**src/rtl/perf_stall_reader.sv**
```systemverilog
// perf_stall_reader
//   Software-facing controller for the encryption-stall performance counters.
//   Bus register writes become perf_start / perf_en / perf_end controls for the
//   stall-counter block. When a window closes, the block's load/store results
//   are captured into snapshot registers. Software can read the snapshots and
//   the window length, and can ask for a sticky completion interrupt.
//
// Ports
//   clk, rst                 clock, synchronous active-high reset
//   req_valid/req_ready      request handshake (req_ready = ~rsp_valid)
//   req_we, req_addr,
//   req_wdata                request: 1 = write, register index, write data
//   rsp_valid/rsp_ready      response handshake (rsp_valid held until consumed)
//   rsp_rdata                read data (0 for writes and unmapped addresses)
//   perf_start               1-cycle pulse that clears the stall counters
//   perf_en                  counting enable, high only in RUN
//   perf_end                 1-cycle pulse that latches the counter results
//   load/store_enc_stall_cycle  results from the counter block
//   irq                      completion interrupt (flag & IRQ_EN)
//
// Register map: 0 CTRL, 1 LIMIT, 2 WINDOW, 3 LOAD_SNAP, 4 STORE_SNAP, 5-7 zero.
module perf_stall_reader (
  input  logic        clk,
  input  logic        rst,
  input  logic        req_valid,
  input  logic        req_we,
  input  logic [2:0]  req_addr,
  input  logic [31:0] req_wdata,
  output logic        req_ready,
  output logic        rsp_valid,
  input  logic        rsp_ready,
  output logic [31:0] rsp_rdata,
  output logic        perf_start,
  output logic        perf_en,
  output logic        perf_end,
  input  logic [31:0] load_enc_stall_cycle,
  input  logic [31:0] store_enc_stall_cycle,
  output logic        irq
);

  typedef enum logic [1:0] {
    S_IDLE    = 2'd0,
    S_RUN     = 2'd1,
    S_END     = 2'd2,
    S_CAPTURE = 2'd3
  } state_t;

  state_t      state_reg, state_next;
  logic        stop_pend_reg, stop_pend_next;
  logic        perf_start_reg, perf_start_next;
  logic [31:0] limit_reg;
  logic [31:0] window_reg;
  logic [31:0] load_snap_reg;
  logic [31:0] store_snap_reg;
  logic        irq_en_reg;
  logic        irq_flag_reg;
  logic        rsp_valid_reg;
  logic [31:0] rsp_rdata_reg;

  logic        accept;
  logic        wr_ctrl, wr_limit;
  logic        cmd_start, cmd_stop, cmd_irq_clr;
  logic [31:0] limit_eff;
  logic [31:0] window_inc;
  logic        limit_hit;
  logic [31:0] rd_data;

  assign accept      = req_valid & req_ready;
  assign wr_ctrl     = accept & req_we & (req_addr == 3'd0);
  assign wr_limit    = accept & req_we & (req_addr == 3'd1);
  assign cmd_start   = wr_ctrl & req_wdata[0];
  // START wins over STOP when both bits are set.
  assign cmd_stop    = wr_ctrl & req_wdata[1] & ~req_wdata[0];
  assign cmd_irq_clr = wr_ctrl & req_wdata[3];

  // A LIMIT write during RUN is compared in the same cycle it lands.
  assign limit_eff  = wr_limit ? req_wdata : limit_reg;
  // Count including the current RUN cycle, saturating at all ones.
  assign window_inc = (&window_reg) ? window_reg : window_reg + 32'd1;
  assign limit_hit  = (limit_eff != 32'd0) && (limit_eff <= window_inc);

  // ---------------- FSM ----------------
  always_ff @(posedge clk) begin
    if (rst) begin
      state_reg      <= S_IDLE;
      stop_pend_reg  <= 1'b0;
      perf_start_reg <= 1'b0;
    end else begin
      state_reg      <= state_next;
      stop_pend_reg  <= stop_pend_next;
      perf_start_reg <= perf_start_next;
    end
  end

  // STOP is registered first so that the cycle after its acceptance is still
  // a counting cycle; this gives perf_end two cycles after the STOP write.
  always_comb begin
    state_next      = state_reg;
    stop_pend_next  = stop_pend_reg;
    perf_start_next = 1'b0;
    case (state_reg)
      S_IDLE: begin
        stop_pend_next = 1'b0;
        if (cmd_start) begin
          state_next      = S_RUN;
          perf_start_next = 1'b1;
        end
      end
      S_RUN: begin
        if (cmd_start) begin
          perf_start_next = 1'b1;
          stop_pend_next  = 1'b0;
        end else if (stop_pend_reg || limit_hit) begin
          // A latched STOP and a limit hit merge into a single END.
          state_next     = S_END;
          stop_pend_next = 1'b0;
        end else if (cmd_stop) begin
          stop_pend_next = 1'b1;
        end
      end
      S_END: begin
        stop_pend_next = 1'b0;
        state_next     = S_CAPTURE;
      end
      default: begin
        stop_pend_next = 1'b0;
        state_next     = S_IDLE;
      end
    endcase
  end

  // ---------------- registers and datapath ----------------
  always_ff @(posedge clk) begin
    if (rst) begin
      limit_reg      <= '0;
      window_reg     <= '0;
      load_snap_reg  <= '0;
      store_snap_reg <= '0;
      irq_en_reg     <= 1'b0;
      irq_flag_reg   <= 1'b0;
    end else begin
      if (wr_limit) limit_reg <= req_wdata;

      if (perf_start_next)
        window_reg <= '0;
      else if (state_reg == S_RUN)
        window_reg <= window_inc;

      if (state_reg == S_CAPTURE) begin
        load_snap_reg  <= load_enc_stall_cycle;
        store_snap_reg <= store_enc_stall_cycle;
      end

      if (wr_ctrl) irq_en_reg <= req_wdata[2];

      // Clear beats a same-cycle set.
      if (cmd_irq_clr)
        irq_flag_reg <= 1'b0;
      else if ((state_reg == S_CAPTURE) && irq_en_reg)
        irq_flag_reg <= 1'b1;
    end
  end

  // Read data is taken from register values in the acceptance cycle.
  always_comb begin
    rd_data = '0;
    if (!req_we) begin
      case (req_addr)
        3'd0:    rd_data = {28'b0, irq, irq_en_reg, state_reg};
        3'd1:    rd_data = limit_reg;
        3'd2:    rd_data = window_reg;
        3'd3:    rd_data = load_snap_reg;
        3'd4:    rd_data = store_snap_reg;
        default: rd_data = '0;
      endcase
    end
  end

  always_ff @(posedge clk) begin
    if (rst) begin
      rsp_valid_reg <= 1'b0;
      rsp_rdata_reg <= '0;
    end else if (accept) begin
      rsp_valid_reg <= 1'b1;
      rsp_rdata_reg <= rd_data;
    end else if (rsp_valid_reg && rsp_ready) begin
      rsp_valid_reg <= 1'b0;
    end
  end

  // req_ready is masked by rst so every output reads 0 while reset is held.
  assign req_ready  = ~rsp_valid_reg & ~rst;
  assign rsp_valid  = rsp_valid_reg;
  assign rsp_rdata  = rsp_rdata_reg;
  assign perf_start = perf_start_reg;
  assign perf_en    = (state_reg == S_RUN);
  assign perf_end   = (state_reg == S_END);
  assign irq        = irq_flag_reg & irq_en_reg;

endmodule

```
**config.mk**
```make
export PLATFORM = sky130hd
export DESIGN_NAME = perf_stall_reader
export DESIGN_NICKNAME = d
export VERILOG_FILES = /design/src/rtl/perf_stall_reader.sv
export SDC_FILE = /design/constraint.sdc
export NUM_CORES = 1
export LEC_CHECK = 0
export BUFFER_PORTS_ARGS = -buffer_cell sky130_fd_sc_hd__buf_2
export CORE_UTILIZATION = 63
export CTS_BUF_LIST = sky130_fd_sc_hd__clkbuf_4 sky130_fd_sc_hd__clkbuf_8
export DETAILED_ROUTE_END_ITERATION = 6
export GPL_ROUTABILITY_DRIVEN = 0
export PLACE_DENSITY = 0.93
export SYNTH_ARGS = -nofsm -noshare
export SYNTH_HDL_FRONTEND = slang
export SYNTH_SLANG_ARGS = --single-unit
```
**constraint.sdc**
```tcl
create_clock -name clk -period 5.9 [get_ports clk]
set_input_delay 1.18 -clock clk [delete_from_list [all_inputs] [get_ports clk]]
set_output_delay 1.18 -clock clk [all_outputs]
set_load 0.01 [all_outputs]
```
==> reports/summary.txt, run 1 <==
Final Max Tran Viols = 0
CTS Buf Count = 17
Post-CTS Setup Inserts = 0
Post-DR vias/cell = 6.50
Largest net degree at the start of global routing = 97
Least-Margin Pin Slew = 1.17 ns
Async set or reset register ratio after synthesis = 0
Fillers = 844
H-tree Lvls = 4
Initial Util = 0.657
Slowest stage delay, CP = 0.74 ns
Rel. slew slack = 0.218
Worst R2R Path Depth = 14
P_sw = 557 uW
Hold-fix buffers at CTS = 0
Core region area = 0.0128 mm2
Most common cell after layout, fill and taps aside = dfxtp_1
Top-level I/O count = 142
Worst EP arrival = 5.16 ns
DR vias = 7977
Row Count = 41
Yosys top cell area share = 0.397
VDD IR max = 140 uV
TritonCTS clock tree = yes
CP bufs+invs = 0
Sequential Power Share = 0.541
Layout Skew = 0.0205 ns
CP max stage cell = nor3_1
Final setup TNS = 0 ns
Critical Path Sink Type = flip-flop
Chip Width = 118 um
Post-DP HPWL = 17400 um
Hold depth = 2
Fin crit period = 4.79 ns
Antenna violations before repair = 2
Lkg Pwr = 3.63 nW
Clk_lat worst skew = 0.49 ns
Cell area after synthesis = 0.00842 mm2
Setup violators final = 0
Ys Warns = 0
Port-buffer cells = 141
Die Height = 118 um
Failing checks = design-rule violations
CP max FO = 8
First DRT Iteration DRCs = 1252
Synth cell types = 51
Syn Nets = 1082
Layout cells sized above 1 = 0.212
Total wire length = 24500 um
Ranking of synthesized cells by area = dfxtp_1 (40%), mux2i_1 (8.3%), nor2_1 (6.6%)
Nets = 1184
Resized Gates After CTS = 0
Hold Crit Class = flip-flop to flip-flop
Pre-antenna DRT Iters = 7
Clk sinks = 167
Mean post-synth cell area = 8.95 um2
WL/cell = 19.9 um
Final hold slack = 0.485 ns
Family with the most delay on the worst path = simple AND/OR/NAND/NOR gates
Comb pwr share = 0.095
Cell taking the most area after synthesis = dfxtp_1
Critical Path Source Type = flip-flop
Vias in the first global route = 7257
Sequential fraction of the synthesis area = 0.397
Root buffer cell = clkbuf_8
WS Path Type = flip-flop to flip-flop
Die area = 0.0138 mm2
Area grow syn2layout = 12.8%
Max-cap viol count = 0
Critical path depth = 14
Clock slew at reported path FFs = 0.08 ns
DRC = 2
First-pass GRT wire length = 38700 um
Worst-path cell chain = nand2_1, nor3_1, a311o_1, nor2_1, nand2_1, xor2_1, ha_1, nand4_1, nor4_1, nand2_1, o311ai_0, a31oi_1, or4_1, o211a_1
Int Power = 1.57 mW
Util after Layout = 0.741
RSZ-0062 raised after global routing = false
Cell Pwr Density = 224 mW/mm2
Grt ovf = 0
Status = finished with violations
Most frequent cells in the layout = dfxtp_1 (167), nor2_1 (147), buf_2 (141)
CP required = 6.27 ns
Final period util = 0.812
Clock Tree Buf Depth = 2
Commonest register cell after synthesis = dfxtp_1
ANT nets after route = 0
Post-Syn Instances = 941
Sw frac = 0.262
Clk network pwr share = 0.364
Cell repeated most along the worst path = nand2_1
GRT Total Usage = 0.356
Final hold viol count = 0
Max Clk Rate = 209 MHz
Post-synth EDFFs = 0
Seq cells post-synth = 167
stage by stage:
step                worst slack [ns]  total power [mW]  area [um2]  instances
CTS                             1.24              2.12        9500       1226
global placement                1.12              1.37        9140       1196
global route                   0.747              2.19        9500       1228
floorplan                       1.73              1.28        8420        941
finish                          1.11              2.13        9500       1228
detailed placement             0.996              1.37        9140       1196
cells by family (layout without fill, tap and decap cells):
| logic type | count (synthesis) | in the layout | synth area share |
|---|---|---|---|
| AOI/OAI and AO/OA | 170 | 170 | 0.129 |
| and+or+nand+nor | 327 | 327 | 0.189 |
| adders and majority gates | 37 | 37 | 0.0550 |
| xor gates and xnor gates | 60 | 60 | 0.0624 |
| buffers and inverters | 76 | 189 | 0.0391 |
| muxes | 104 | 104 | 0.129 |
| DFF | 167 | 167 | 0.397 |
| other | 0 | 2 | 0 |
area by class of cell:
cell class	count	area [um2]	area share
Tap cell	172	215	0.0226
Inverter	10	37.5	0.00395
Multi-Input combinational cell	698	4780	0.503
Sequential cell	167	3340	0.352
Clock buffer	22	284	0.0299
Clock inverter	8	76.3	0.00803
Timing Repair Buffer	149	766	0.0806
Antenna cell	2	5.00	0.000527
path summary, 6_finish.rpt:
| path | from | to | slack [ns] |
|---|---|---|---|
| min reg2reg | rsp_rdata[29] | rsp_rdata[29] | 0.49 |
| max reg2reg | window_reg[18] | state_reg[0] | 1.11 |
| max | window_reg[18] | state_reg[0] | 1.11 |
| min | rsp_rdata[29] | rsp_rdata[29] | 0.49 |
routing by layer:
layer	share of wire	track usage
met2	0.44	0.543
met4	0.053	0.177
met5	0	0
met3	0.12	0.0843
met1	0.39	0.469
power groups by stage:
stage          Combinational, mW  Sequential, mW  Clock, mW
2_1_floorplan              0.115            1.17          0
5_1_grt                    0.217            1.15      0.823
4_1_cts                    0.197            1.15      0.771
3_3_place_gp               0.191            1.18          0
6_report                   0.203            1.15      0.775
3_5_place_dp               0.195            1.18          0
synthesized netlist by cell type (3+ instances only):
master and number:
xor2_1 41, o21ai_0 7, o22ai_1 3, buf_1 8
xnor2_1 19, nor2_1 147, mux2_2 34, or3_1 3
a211oi_1 6, buf_2 8, nor2b_1 3, nor4_1 20
dfxtp_1 167, nor3_1 8, inv_1 10, mux2i_1 70
a22oi_1 65, nand3_1 24, a21oi_1 73, clkbuf_1 45
nand4_1 25, nand2_1 38, ha_1 37, and3_1 3
and2_1 39, nor3b_1 5, buf_6 4, and4_1 3
worst register-to-register path, delay by kind of cell (launching register included):
family / cells / cell delay [ns]
and+or+nand+nor: 8 / 2.63
AOI/OAI and AO/OA: 4 / 1.12
DFF: 1 / 0.52
adders and majority gates: 1 / 0.34
xor gates and xnor gates: 1 / 0.09
(Power assumes the default switching activity.)
==> run 2, diff against run 1 <==
CORE_UTILIZATION = 53   (was 63)
PLACE_DENSITY = 0.84   (was 0.93)
clock period = 3.9 ns   (was 5.9 ns; I/O delays follow)
==> run 2 against run 1 <==
The run now ends clean. Clock skew shrank 0.0090 ns. Sequential power grew 50%. Sequential cell count is the same. Power grew 57%. Final area grew 6.0%. Via count shrank 2.7%. Clock-buffer cell count shrank 2. Clock power grew 61%. Global-route usage shrank 5.7 points. First-iteration DRC count shrank 37%. Largest cell class unchanged.
==> reports/summary.txt, run 2 (synthesis results as in run 1) <==
WL/cell = 18.4 um (was 19.9 um)
Rel. slew slack = 0.244 (was 0.218)
Pre-antenna DRT Iters = 5 (was 7)
Sw frac = 0.261 (was 0.262)
Chip Width = 128 um (was 118 um)
Area taken by multi-input logic gates = 0.00483 mm2 (was 0.00478 mm2)
FF+latch area = 0.00335 mm2 (was 0.00334 mm2)
DR vias = 7764 (was 7977)
Lkg Pwr = 3.95 nW (was 3.63 nW)
CP required = 4.27 ns (was 6.27 ns)
First-pass GRT wire length = 37600 um (was 38700 um)
Root buffer cell = clkbuf_8 (unchanged)
PnR Total Power = 3.33 mW (was 2.13 mW)
GRT Total Usage = 0.299 (was 0.356)
Util after Layout = 0.655 (was 0.741)
Fin crit period = 3.86 ns (was 4.79 ns)
Post-DR vias/cell = 5.87 (was 6.50)
Sequential Power Share = 0.520 (was 0.541)
First DRT Iteration DRCs = 793 (was 1252)
Largest net degree at the start of global routing = 95 (was 97)
Fillers = 1226 (was 844)
Max-cap viol count = 0 (unchanged)
CTS Buf Count = 17 (unchanged)
Core region area = 0.0154 mm2 (was 0.0128 mm2)
Final setup TNS = 0 ns (unchanged)
Clk sinks = 167 (unchanged)
TritonCTS clock tree = yes (unchanged)
Cell Pwr Density = 331 mW/mm2 (was 224 mW/mm2)
Hold Crit Class = flip-flop to flip-flop (unchanged)
Post-DP HPWL = 18200 um (was 17400 um)
Row Count = 45 (was 41)
Grt ovf = 0 (unchanged)
Final Max Tran Viols = 0 (unchanged)
Most common cell after layout, fill and taps aside = dfxtp_1 (unchanged)
Comb pwr share = 0.104 (was 0.095)
Int Power = 2.46 mW (was 1.57 mW)
Clk_lat worst skew = 0.47 ns (was 0.49 ns)
DRC = 0 (was 2)
RSZ-0062 raised after global routing = true (was false)
Clock Tree Buf Depth = 2 (unchanged)
Cell repeated most along the worst path = nand4_1 (was nand2_1)
Slowest stage delay, CP = 0.49 ns (was 0.74 ns)
Vias in the first global route = 7265 (was 7257)
Critical Path Source Type = flip-flop (unchanged)
Setup violators final = 0 (unchanged)
Critical Path Sink Type = flip-flop (unchanged)
Clk network pwr share = 0.376 (was 0.364)
Most frequent cells in the layout = dfxtp_1 (164), nor2_1 (147), buf_2 (141) (was dfxtp_1 (167), nor2_1 (147), buf_2 (141))
Post-CTS Setup Inserts = 0 (unchanged)
Area grow syn2layout = 19.5% (was 12.8%)
Final hold viol count = 0 (unchanged)
Hold-fix buffers at CTS = 0 (unchanged)
Initial Util = 0.548 (was 0.657)
Clock slew at reported path FFs = 0.08 ns (about the same)
Antenna violations before repair = 0 (was 2)
Nets = 1238 (was 1184)
Die area = 0.0164 mm2 (was 0.0138 mm2)
WS Path Type = flip-flop to flip-flop (unchanged)
Max Clk Rate = 259 MHz (was 209 MHz)
H-tree Lvls = 4 (unchanged)
Final period util = 0.989 (was 0.812)
Port-buffer cells = 141 (unchanged)
VDD IR max = 210 uV (was 140 uV)
ANT nets after route = 0 (unchanged)
Layout Skew = 0.0115 ns (was 0.0205 ns)
CP max FO = 10 (was 8)
Total wire length = 24300 um (was 24500 um)
Worst EP arrival = 4.23 ns (was 5.16 ns)
Status = complete, no violations (was finished with violations)
Die Height = 128 um (was 118 um)
Worst-path cell chain = and4_1, nand4_1, a311o_1, nor4_4, buf_6, nand3_1, xor2_1, ha_1, nand4_1, nor4_2, nand2_1, o311ai_2, a31oi_2, or4_1, o211a_1 (was nand2_1, nor3_1, a311o_1, nor2_1, nand2_1, xor2_1, ha_1, nand4_1, nor4_1, nand2_1, o311ai_0, a31oi_1, or4_1, o211a_1)
CP max stage cell = or4_1 (was nor3_1)
Least-Margin Pin Slew = 1.13 ns (was 1.17 ns)
Layout cells sized above 1 = 0.263 (was 0.212)
Top-level I/O count = 142 (unchanged)
P_sw = 869 uW (was 557 uW)
run 2: cell types whose count changed in the layout (fill, tap and decap cells not counted), moves of 2 or more:
cell,previous run,this run
and3_1,3,1
and3_4,0,2
buf_4,8,60
clkbuf_4,3,0
clkinv_2,3,6
clkinvlp_4,3,1
dfxtp_1,167,164
dfxtp_2,0,3
run 2: what timing repair did:
action / in CTS / in global routing
endpoints found under the hold margin: 0 / 0
setup endpoints to repair: 0 / 2
gates resized for setup: 0 / 14
run 2: per-layer routing:
metal,global-route usage,wire length (um)
met1,0.401,10500
met3,0.0676,2170
met5,0,0
met4,0.147,1130
met2,0.453,10500
run 2: critical path, delay by kind of cell (launching register included):
family                   cells  cell delay [ns]
AND/OR/NAND/NOR              8             1.88
AO/OA/AOI/OAI                4             0.86
flip-flops                   1             0.34
adder cells (fa/ha/maj)      1             0.32
buffers and inverters        1             0.19
XOR/XNOR                     1             0.16
run 2: cell type report:
class                      instances  share of cell area
antenna                            1            0.000249
clock buffer                      20              0.0273
clock inverter                    12              0.0123
inverter                          10             0.00373
multi-input combinational        698               0.480
sequential                       167               0.332
tap                              211              0.0262
timing repair buffer             203               0.118
run 2: power by group through the flow:
stage                     clock network, mW  logic [mW]  registers, mW
after CTS                              1.26       0.333           1.73
after global placement                    0       0.327           1.77
final                                  1.25       0.347           1.73
after detailed placement                  0       0.332           1.77
after global routing                   1.33       0.373           1.73
after floorplan                           0       0.175           1.77
run 2: final timing paths:
check	cells after the start	slack, ns	startpoint	endpoint
max	15	0.04	window_reg[3]	state_reg[0]
min reg2reg	2	0.45	rsp_rdata[3]	rsp_rdata[3]
max reg2reg	15	0.04	window_reg[3]	state_reg[0]
min	2	0.45	rsp_rdata[3]	rsp_rdata[3]
run 2: metrics by stage:
| step | worst slack [ns] | instance area (um2) | hold slack, ns | instances |
|---|---|---|---|---|
| 4_1_cts | 0.0185 | 10000 | 0.457 | 1321 |
| 5_1_grt | -0.160 | 10100 | 0.478 | 1321 |
| 3_5_place_dp | -0.00498 | 9610 | 0.445 | 1289 |
| 3_3_place_gp | 0.0964 | 9610 | 0.446 | 1289 |
| 6_report | 0.0421 | 10100 | 0.454 | 1322 |
| 2_1_floorplan | 0.0325 | 8430 | 0.454 | 941 |
==> run 3, diff against run 2 <==
MAX_ROUTING_LAYER = met4   (was not set)
==> run 3 against run 2 <==
Combinational power about the same. Via count up 0.27%. Die area did not move. Clock-buffer cell count did not move. Clock power hardly changed. Register-to-register slack hardly changed. Hold slack gained 0.0012 ns. Clock skew about the same.
==> reports/summary.txt, run 3 (synthesis results as in run 1) <==
Nets = 1238 (unchanged)
Place WS = -0.00498 ns (unchanged)
FF+latch area = 0.00335 mm2 (unchanged)
Area taken by multi-input logic gates = 0.00483 mm2 (unchanged)
Area grow syn2layout = 19.5% (unchanged)
Worst-path cell chain = and4_1, nand4_1, a311o_1, nor4_4, buf_6, nand3_1, xor2_1, ha_1, nand4_1, nor4_2, nand2_1, o311ai_2, a31oi_2, or4_1, o211a_1 (unchanged)
Clk sinks = 167 (unchanged)
Worst EP arrival = 4.24 ns (was 4.23 ns)
Grt met2 use = 0.452 (was 0.453)
Largest net degree at the start of global routing = 95 (unchanged)
CP max stage cell = or4_1 (unchanged)
Max Clk Rate = 258 MHz (was 259 MHz)
Initial Util = 0.548 (unchanged)
TritonCTS clock tree = yes (unchanged)
Cell Pwr Density = 331 mW/mm2 (about the same)
Met3 GRT Util = 0.0643 (was 0.0676)
Clk_lat worst skew = 0.47 ns (about the same)
CP required = 4.27 ns (about the same)
Fillers = 1226 (unchanged)
Cell repeated most along the worst path = nand4_1 (unchanged)
Layout cells sized above 1 = 0.263 (unchanged)
First DRT Iteration DRCs = 832 (was 793)
H-tree Lvls = 4 (unchanged)
Final hold slack = 0.455 ns (was 0.454 ns)
Final Max Tran Viols = 0 (unchanged)
Total wire length = 24400 um (was 24300 um)
GR Layer Usage met1 = 0.403 (was 0.401)
Fin crit period = 3.87 ns (was 3.86 ns)
Core region area = 0.0154 mm2 (unchanged)
Post-CTS Setup Inserts = 0 (unchanged)
Max-cap viol count = 0 (unchanged)
Pre-antenna DRT Iters = 6 (was 5)
WS Path Type = flip-flop to flip-flop (unchanged)
Chip Width = 128 um (unchanged)
Least-Margin Pin Slew = 1.14 ns (was 1.13 ns)
CP max FO = 10 (unchanged)
Post-DP HPWL = 18200 um (unchanged)
Most frequent cells in the layout = dfxtp_1 (164), nor2_1 (147), buf_2 (141) (unchanged)
CP bufs+invs = 1 (unchanged)
Die Height = 128 um (unchanged)
ANT nets after route = 0 (unchanged)
Clock slew at reported path FFs = 0.08 ns (about the same)
First-pass GRT wire length = 37600 um (about the same)
Post-DR vias/cell = 5.89 (was 5.87)
Critical Path Source Type = flip-flop (unchanged)
Vias in the first global route = 7249 (was 7265)
Gr busiest metal = met2 (unchanged)
Setup slack after layout = 0.0277 ns (was 0.0421 ns)
Critical Path Sink Type = flip-flop (unchanged)
WL/cell = 18.4 um (about the same)
Most common cell after layout, fill and taps aside = dfxtp_1 (unchanged)
Final hold viol count = 0 (unchanged)
Antenna violations before repair = 0 (unchanged)
Grt ovf = 0 (unchanged)
Final period util = 0.993 (was 0.989)
Clock Tree Buf Depth = 2 (unchanged)
Root buffer cell = clkbuf_8 (unchanged)
DRC = 0 (unchanged)
GRT Total Usage = 0.308 (was 0.299)
Status = complete, no violations (unchanged)
Lkg Pwr = 3.95 nW (unchanged)
Rel. slew slack = 0.238 (was 0.244)
Hold Crit Class = flip-flop to flip-flop (unchanged)
CTS Buf Count = 17 (unchanged)
Row Count = 45 (unchanged)
Layout Skew = 0.0114 ns (was 0.0115 ns)
Die area = 0.0164 mm2 (unchanged)
Family with the most delay on the worst path = simple AND/OR/NAND/NOR gates (unchanged)
VDD IR max = 207 uV (was 210 uV)
DR vias = 7785 (was 7764)
Slowest stage delay, CP = 0.49 ns (about the same)
Final setup TNS = 0 ns (unchanged)
Top-level I/O count = 142 (unchanged)
RSZ-0062 raised after global routing = true (unchanged)
Setup violators final = 0 (unchanged)
Port-buffer cells = 141 (unchanged)
==> run 3: cell counts in the layout (fill, tap and decap cells not counted) <==
No cell type changed its count.
==> run 3: layout make-up <==
type | count | area share
multi-input cells | 698 | 0.480
flip-flops and latches | 167 | 0.332
repair buffers | 203 | 0.118
clock buffers | 20 | 0.0273
well taps | 211 | 0.0262
clock inverters | 12 | 0.0123
inverters | 10 | 0.00373
diodes | 1 | 0.000249
==> run 3: stage by stage <==
stage               cell area (um2)  instances   util  power (mW)
floorplan                      8430        941      -        1.94
finish                        10100       1322  0.655        3.33
CTS                           10000       1321  0.651        3.33
detailed placement             9610       1289  0.625        2.10
global route                  10100       1321  0.655        3.44
global placement               9610       1289  0.625        2.10
==> run 3: report_power, final <==
group / switching (mW) / total, mW / internal [mW] / leakage, nW
Clock: 0.637 / 1.25 / 0.616 / 0.208
Sequential: 0.0167 / 1.73 / 1.72 / 1.35
Combinational: 0.215 / 0.347 / 0.132 / 2.39
Total: 0.869 / 3.33 / 2.46 / 3.95
==> run 3: worst paths after layout <==
path	startpoint	end	slack, ns	depth (start not counted)
worst max-delay path	window_reg[3]	state_reg[0]	0.03	15
worst min-delay path	rsp_rdata[3]	rsp_rdata[3]	0.45	2
worst max register to register	window_reg[3]	state_reg[0]	0.03	15
worst min register to register	rsp_rdata[3]	rsp_rdata[3]	0.45	2
==> run 3: routing by layer <==
| layer | vias to the layer above | wire length, um |
|---|---|---|
| met2 | 399 | 10600 |
| li1 | 3659 | - |
| met4 | 0 | 1090 |
| met1 | 3633 | 10500 |
| met5 | - | 0 |
| met3 | 94 | 2190 |
==> run 3: timing repair <==
action	in CTS	in global routing
resized for setup	0	14
hold buffers	0	0
setup endpoints to repair	0	2
==> run 3: worst min-delay path, stage by stage (launching register included) <==
cell and delay [ns]:
dfxtp_1 0.31, nand2_1 0.05, a21oi_1 0.05
